## config.mk

```make
export PLATFORM = sky130hd
export DESIGN_NAME = nvm_read_ctrl_flat
export DESIGN_NICKNAME = d
export VERILOG_FILES = /design/src/rtl/nvm_read_ctrl_if.sv /design/src/rtl/nvm_read_ctrl.sv /design/src/flat_wrapper.sv
export SDC_FILE = /design/constraint.sdc
export NUM_CORES = 1
export LEC_CHECK = 0
export BUFFER_PORTS_ARGS = -buffer_cell sky130_fd_sc_hd__buf_2
export CORE_MARGIN = 5
export CORE_UTILIZATION = 49
export CTS_CLUSTER_DIAMETER = 150
export DETAILED_ROUTE_END_ITERATION = 8
export PLACE_DENSITY = 0.82
export SKIP_LAST_GASP = 1
export SLEW_MARGIN = 40
export SYNTH_ARGS = -nofsm -noshare
export SYNTH_HDL_FRONTEND = slang
export SYNTH_SLANG_ARGS = --single-unit
```

## constraint.sdc

```tcl
create_clock -name CLK -period 3.8 [get_ports CLK]
set_input_delay 0.19 -clock CLK [delete_from_list [all_inputs] [get_ports CLK]]
set_output_delay 0.19 -clock CLK [all_outputs]
set_load 0.02 [all_outputs]
```

## src/rtl/nvm_read_ctrl_if.sv

```systemverilog
// Bundles the start/counter/NVM/consumer signals of the NVM read sequencer.
// master = sequencer side, slave = counter, NVM array and consumer side.
interface nvm_read_ctrl_if #(
    parameter int DW = 8
);
    logic          start;
    logic [3:0]    cnt_q;
    logic          cnt_en;
    logic          cnt_clr_n;
    logic          nvm_rd;
    logic [3:0]    nvm_addr;
    logic [DW-1:0] nvm_data;
    logic [DW-1:0] out_data;
    logic          out_valid;
    logic          out_ready;
    logic          busy;
    logic          done;

    modport master (
        input  start, cnt_q, nvm_data, out_ready,
        output cnt_en, cnt_clr_n, nvm_rd, nvm_addr, out_data, out_valid, busy, done
    );

    modport slave (
        output start, cnt_q, nvm_data, out_ready,
        input  cnt_en, cnt_clr_n, nvm_rd, nvm_addr, out_data, out_valid, busy, done
    );
endinterface

```

## src/rtl/nvm_read_ctrl.sv

```systemverilog
// Sequences an external 4-bit address counter through WORDS fixed-latency NVM reads.
// Latency: start at edge E0 -> first out_valid after E0+RD_LAT+1; RD_LAT+2 cycles/word.
// Backpressure: out_valid/out_data hold in PRESENT until out_ready; counter is not stepped.
module nvm_read_ctrl #(
    parameter int WORDS  = 16,
    parameter int RD_LAT = 2,
    parameter int DW     = 8
) (
    input  logic            CLK,
    input  logic            RST,
    nvm_read_ctrl_if.master bus
);

    typedef enum logic [2:0] {
        S_IDLE,
        S_CLEAR,
        S_READ,
        S_PRESENT,
        S_ADVANCE,
        S_DONE
    } state_e;

    localparam logic [3:0] LAST_ADDR = 4'(WORDS - 1);
    localparam logic [3:0] LAT       = 4'(RD_LAT);

    state_e        state_q, state_d;
    logic [3:0]    wait_q, wait_d;
    logic [DW-1:0] out_data_q, out_data_d;

    always_ff @(posedge CLK or negedge RST) begin
        if (!RST) begin
            state_q    <= S_IDLE;
            wait_q     <= 4'd0;
            out_data_q <= '0;
        end else begin
            state_q    <= state_d;
            wait_q     <= wait_d;
            out_data_q <= out_data_d;
        end
    end

    always_comb begin
        state_d    = state_q;
        wait_d     = wait_q;
        out_data_d = out_data_q;
        unique case (state_q)
            S_IDLE: begin
                if (bus.start) begin
                    state_d = S_CLEAR;
                end
            end
            S_CLEAR: begin
                wait_d  = LAT;
                state_d = S_READ;
            end
            S_READ: begin
                // nvm_data is only guaranteed on the final strobe cycle
                wait_d = wait_q - 4'd1;
                if (wait_q == 4'd1) begin
                    out_data_d = bus.nvm_data;
                    state_d    = S_PRESENT;
                end
            end
            S_PRESENT: begin
                if (bus.out_ready) begin
                    state_d = (bus.cnt_q == LAST_ADDR) ? S_DONE : S_ADVANCE;
                end
            end
            S_ADVANCE: begin
                wait_d  = LAT;
                state_d = S_READ;
            end
            S_DONE: begin
                state_d = S_IDLE;
            end
            default: begin
                state_d = S_IDLE;
            end
        endcase
    end

    // Control outputs are pure state decodes so nothing combinationally follows out_ready.
    assign bus.cnt_en    = (state_q == S_ADVANCE);
    assign bus.cnt_clr_n = (state_q != S_CLEAR);
    assign bus.nvm_rd    = (state_q == S_READ);
    assign bus.out_valid = (state_q == S_PRESENT);
    assign bus.busy      = (state_q != S_IDLE);
    assign bus.done      = (state_q == S_DONE);
    assign bus.out_data  = out_data_q;
    assign bus.nvm_addr  = bus.cnt_q;

    a_ctl_excl: assert property (@(posedge CLK) disable iff (!RST)
        !(bus.cnt_en && !bus.cnt_clr_n));

    a_word_hold: assert property (@(posedge CLK) disable iff (!RST)
        (bus.out_valid && !bus.out_ready) |=> (bus.out_valid && $stable(bus.out_data)));

endmodule

```

## src/flat_wrapper.sv

```systemverilog
// flat-port wrapper written by rule: the top's interface ports become plain ports
module nvm_read_ctrl_flat 
#(
    parameter int WORDS  = 16,
    parameter int RD_LAT = 2,
    parameter int DW     = 8
)
  (CLK, RST, bus_start, bus_cnt_q, bus_nvm_data, bus_out_ready, bus_cnt_en, bus_cnt_clr_n, bus_nvm_rd, bus_nvm_addr, bus_out_data, bus_out_valid, bus_busy, bus_done);
  nvm_read_ctrl_if #(.DW(DW)) bus_i ();
  input  logic CLK;
  input  logic RST;
  input wire logic [$bits(bus_i.start)-1:0] bus_start;
  input wire logic [$bits(bus_i.cnt_q)-1:0] bus_cnt_q;
  input wire logic [$bits(bus_i.nvm_data)-1:0] bus_nvm_data;
  input wire logic [$bits(bus_i.out_ready)-1:0] bus_out_ready;
  output wire logic [$bits(bus_i.cnt_en)-1:0] bus_cnt_en;
  output wire logic [$bits(bus_i.cnt_clr_n)-1:0] bus_cnt_clr_n;
  output wire logic [$bits(bus_i.nvm_rd)-1:0] bus_nvm_rd;
  output wire logic [$bits(bus_i.nvm_addr)-1:0] bus_nvm_addr;
  output wire logic [$bits(bus_i.out_data)-1:0] bus_out_data;
  output wire logic [$bits(bus_i.out_valid)-1:0] bus_out_valid;
  output wire logic [$bits(bus_i.busy)-1:0] bus_busy;
  output wire logic [$bits(bus_i.done)-1:0] bus_done;
  assign bus_i.start = bus_start;
  assign bus_i.cnt_q = bus_cnt_q;
  assign bus_i.nvm_data = bus_nvm_data;
  assign bus_i.out_ready = bus_out_ready;
  assign bus_cnt_en = bus_i.cnt_en;
  assign bus_cnt_clr_n = bus_i.cnt_clr_n;
  assign bus_nvm_rd = bus_i.nvm_rd;
  assign bus_nvm_addr = bus_i.nvm_addr;
  assign bus_out_data = bus_i.out_data;
  assign bus_out_valid = bus_i.out_valid;
  assign bus_busy = bus_i.busy;
  assign bus_done = bus_i.done;
  nvm_read_ctrl #(.WORDS(WORDS), .RD_LAT(RD_LAT), .DW(DW)) u_core (.CLK(CLK), .RST(RST), .bus(bus_i));
endmodule
```

==> out/qor.tcl <==
set qor(outcome) {complete, no violations}
set qor(worst-endpoint-required_ns) 3.61
set qor(fp.dieH_um) 50.3
set qor(htree_num_levels) 1
set qor(drv_cap) 0
set qor(number_of_hold_repair_buffers_added_at_the_cts_stage) 1
set qor(detail_route.wirelength_um) 1490
set qor(grt_antenna_before_repair) 0
set qor(worst_slew_pin_slew_ns) 0.498
set qor(placed_cells_incl_taps) 111
set qor(cp_num_buf_inv) 1
set qor(sequential_cell_area_um2) 375
set qor(tritoncts_clock_tree) {yes}
set qor(grt.overflow.total) 0
set qor(syn-mean-instance-area_um2) 11.4
set qor(slew_margin_rel_pct) 66.8
set qor(p_comb_share_pct) 49.3
set qor(critical_path.max_fanout) 18
set qor(clk_sink_count) 15
set qor(via_count) 614
set qor(antenna_violating_nets_post_route) 0
set qor(antennaDiodeCount) 0
set qor(synth_top_cells_by_count) {sky130_fd_sc_hd__dfrtp_1 (15), sky130_fd_sc_hd__mux2_2 (8), sky130_fd_sc_hd__buf_4 (4), sky130_fd_sc_hd__inv_1 (4)}
set qor(detailedRoute.firstPassIterationCount) 4
set qor(cellInternalPower_uw) 441
set qor(ioPinCount) 34
set qor(syn_area_um2) 796
set qor(fillCellCount) 137
set qor(setup-tns-final_ns) 0
set qor(holdCritPathClass) {in2reg}
set qor(worstSetupPathType) {reg2out}
set qor(dp_hpwl_um) 1180
set qor(cts_buffer_depth) 2
set qor(vdd_ir_drop_max_mv) 0.461
set qor(total_leakage_power_nw) 0.480
set qor(final-setup-viol-count) 0
set qor(post-synth-top-area-cell) {sky130_fd_sc_hd__dfrtp_1}
set qor(grt_setup_unrepaired) {no}
set qor(overall_die_area_um2) 2530
set qor(power.density_nw_per_um2) 817
set qor(crit_path_top_delay_cell) {sky130_fd_sc_hd__dfrtp_1}
set qor(postSynth.topFlopCell) {sky130_fd_sc_hd__dfrtp_1}
set qor(final_max_slew_viol_count) 0
set qor(synth_enable_flop_cells) 0
set qor(power.clock.fraction_pct) 11.0
set qor(clock_insertion_delay_worst_skew_ns) 0.28
set qor(max_freq_mhz) 585
set qor(post_synth_arst_share_pct) 100
set qor(finalNonFillerCells) 116
set qor(cp-start-kind) {flip-flop}
set qor(finalCritPeriodShare_pct) 45.0
set qor(yosysSeqAreaShare_pct) 47.2
set qor(netSwitchingPower_uw) 339
set qor(grt_pass1_wl_um) 2420
set qor(final_period_minus_worst_setup_slack_ns) 1.71
set qor(place_congestion) 0.782
set qor(cts_inserted_buffers) 3
set qor(fp_rows) 14
set qor(drt_iter0_markers) 7
set qor(post_cts_buffers) 0
set qor(clock_skew_ns) 0.00436
set qor(synth.most_common_cell) {sky130_fd_sc_hd__dfrtp_1}
set qor(crit_family) {flip-flops}
set qor(seq_power_share_pct) 39.7
set qor(syn2layout_area_growth_pct) 20.1
set qor(multi_input_area_um2) 343
set qor(die-width_um) 50.3
set qor(core_um2) 1520
set qor(drt-vias-per-instance) 5.29
set qor(cts.repair.resized) 0
set qor(wl_per_cell_um) 12.8
set qor(postSynthRegisterBits) 15
set qor(number_of_global_route_vias_before_repair) 573
set qor(timing.critical_path.to_type) {output port}
set qor(critPathMaxStageDelay_ns) 0.57
set qor(drive_gt1_share_pct) 48.0
set qor(postSynthNetCount) 88
set qor(count_of_nets_after_finishing) 119
set qor(clk_pin_slew_ns) 0.08
set qor(syn_inst) 70
set qor(drc_errors) 0
set qor(crit_chain) {or3b_2 > buf_2}
set qor(yosysWarningCount) 0
set qor(switching_share_pct) 43.5
set qor(grt.total_usage_pct) 12.1
set qor(root_buffer) {sky130_fd_sc_hd__clkbuf_4}
set qor(initial_core_util_pct) 52.2
set qor(grt_start_max_net_pins) 19
set qor(synthDistinctLibCells) 29
set qor(crit_arrival_ns) 1.52
set qor(final_hold_viol_count) 0
set qor(ys_top_cells_by_area) {sky130_fd_sc_hd__dfrtp_1 (47%), sky130_fd_sc_hd__mux2_2 (11%), sky130_fd_sc_hd__buf_4 (3.8%)}
set qor(yosys.area.top_type_share_pct) 47.2
set qor(port-buffer-count) 33
==> power groups by stage <==
stage / logic [mW] / registers, mW / clock network (mW)
2_1_floorplan: 0.278 / 0.328 / 0
3_3_place_gp: 0.380 / 0.308 / 0
3_5_place_dp: 0.388 / 0.314 / 0
4_1_cts: 0.390 / 0.311 / 0.0927
5_1_grt: 0.423 / 0.324 / 0.102
6_report: 0.385 / 0.310 / 0.0860
==> layout make-up <==
class                   count  share of cell area (%)
clock inverters             1                   0.524
clock buffers               3                    2.36
repair buffers             34                    18.3
inverters                   4                    1.57
well taps                  16                    2.09
multi-input cells          43                    35.9
flip-flops and latches     15                    39.3
==> placed cells by master, fill, tap and decap left out, types with 2 or more instances in the layout <==
| cell | synthesis | final |
|---|---|---|
| sky130_fd_sc_hd__clkbuf_4 | 0 | 3 |
| sky130_fd_sc_hd__nand3_1 | 3 | 3 |
| sky130_fd_sc_hd__ha_1 | 2 | 2 |
| sky130_fd_sc_hd__inv_1 | 4 | 4 |
| sky130_fd_sc_hd__nor2_1 | 3 | 3 |
| sky130_fd_sc_hd__o21ai_0 | 3 | 3 |
| sky130_fd_sc_hd__and2_1 | 2 | 2 |
| sky130_fd_sc_hd__buf_2 | 2 | 33 |
| sky130_fd_sc_hd__a311oi_1 | 2 | 2 |
| sky130_fd_sc_hd__and3_1 | 2 | 2 |
| sky130_fd_sc_hd__nand2_1 | 3 | 3 |
| sky130_fd_sc_hd__mux2_2 | 8 | 8 |
| sky130_fd_sc_hd__dfrtp_1 | 15 | 15 |
==> metal layers <==
layer,GRT usage (%),vias to the layer above,part of all wire [%],routed length [um]
met5,0,-,0,0
met4,1.28,0,0,0
met3,4.73,0,5.9,88
met2,23.0,12,57,849
met1,12.8,299,37,553
li1,-,303,-,-
==> sequential cells by signal, summed over array words and instances, names as in the netlist <==
signal	flops
u_core.wait_q	4
u_core.bus.out_data	8
u_core.state_q	3
==> worst register-to-register path: stages (launching register included) <==
cell	delay, ns
sky130_fd_sc_hd__dfrtp_1	0.66
sky130_fd_sc_hd__or4b_1	0.51
sky130_fd_sc_hd__a21oi_1	0.18
sky130_fd_sc_hd__o22ai_1	0.10
==> per-stage QoR <==
step | power (mW) | utilization, % | setup slack [ns] | cell area, um2 | hold slack [ns]
floorplan | 0.606 | - | 2.44 | 796 | -0.106
global placement | 0.688 | 60.3 | 2.32 | 918 | 0.106
detailed placement | 0.702 | 60.3 | 2.27 | 918 | 0.109
CTS | 0.794 | 62.7 | 2.08 | 956 | 0.124
global route | 0.849 | 62.7 | 1.99 | 956 | 0.122
finish | 0.781 | 62.7 | 2.09 | 956 | 0.136
==> final timing paths <==
path / to / startpoint / slack (ns) / cells after the start
worst max-delay path: bus_cnt_clr_n / u_core.state_q[1]$_DFFE_PN0P_ / 2.09 / 2
worst min-delay path: u_core.bus.out_data[3]$_DFFE_PN0P_ / bus_nvm_data[3] / 0.14 / 2
worst max register to register: u_core.wait_q[3]$_DFFE_PN0P_ / u_core.state_q[1]$_DFFE_PN0P_ / 2.25 / 3
worst min register to register: u_core.bus.out_data[7]$_DFFE_PN0P_ / u_core.bus.out_data[7]$_DFFE_PN0P_ / 0.50 / 1
max in group asynchronous: u_core.wait_q[1]$_DFFE_PN0P_ / RST / 3.21 / 2
min in group asynchronous: u_core.bus.out_data[4]$_DFFE_PN0P_ / RST / 0.34 / 2
==> cell families (layout without fill, tap and decap cells) <==
logic type      count (synthesis)  in the layout  share of synthesized area [%]
mux                             8              8                           11.3
buf+inv                        12             42                           9.75
flops                          15             15                           47.2
compound gates                  9              9                           7.55
simple gates                   23             23                           19.8
fa+ha+maj                       3              3                           4.40
Power figures use the tool's default switching activity.
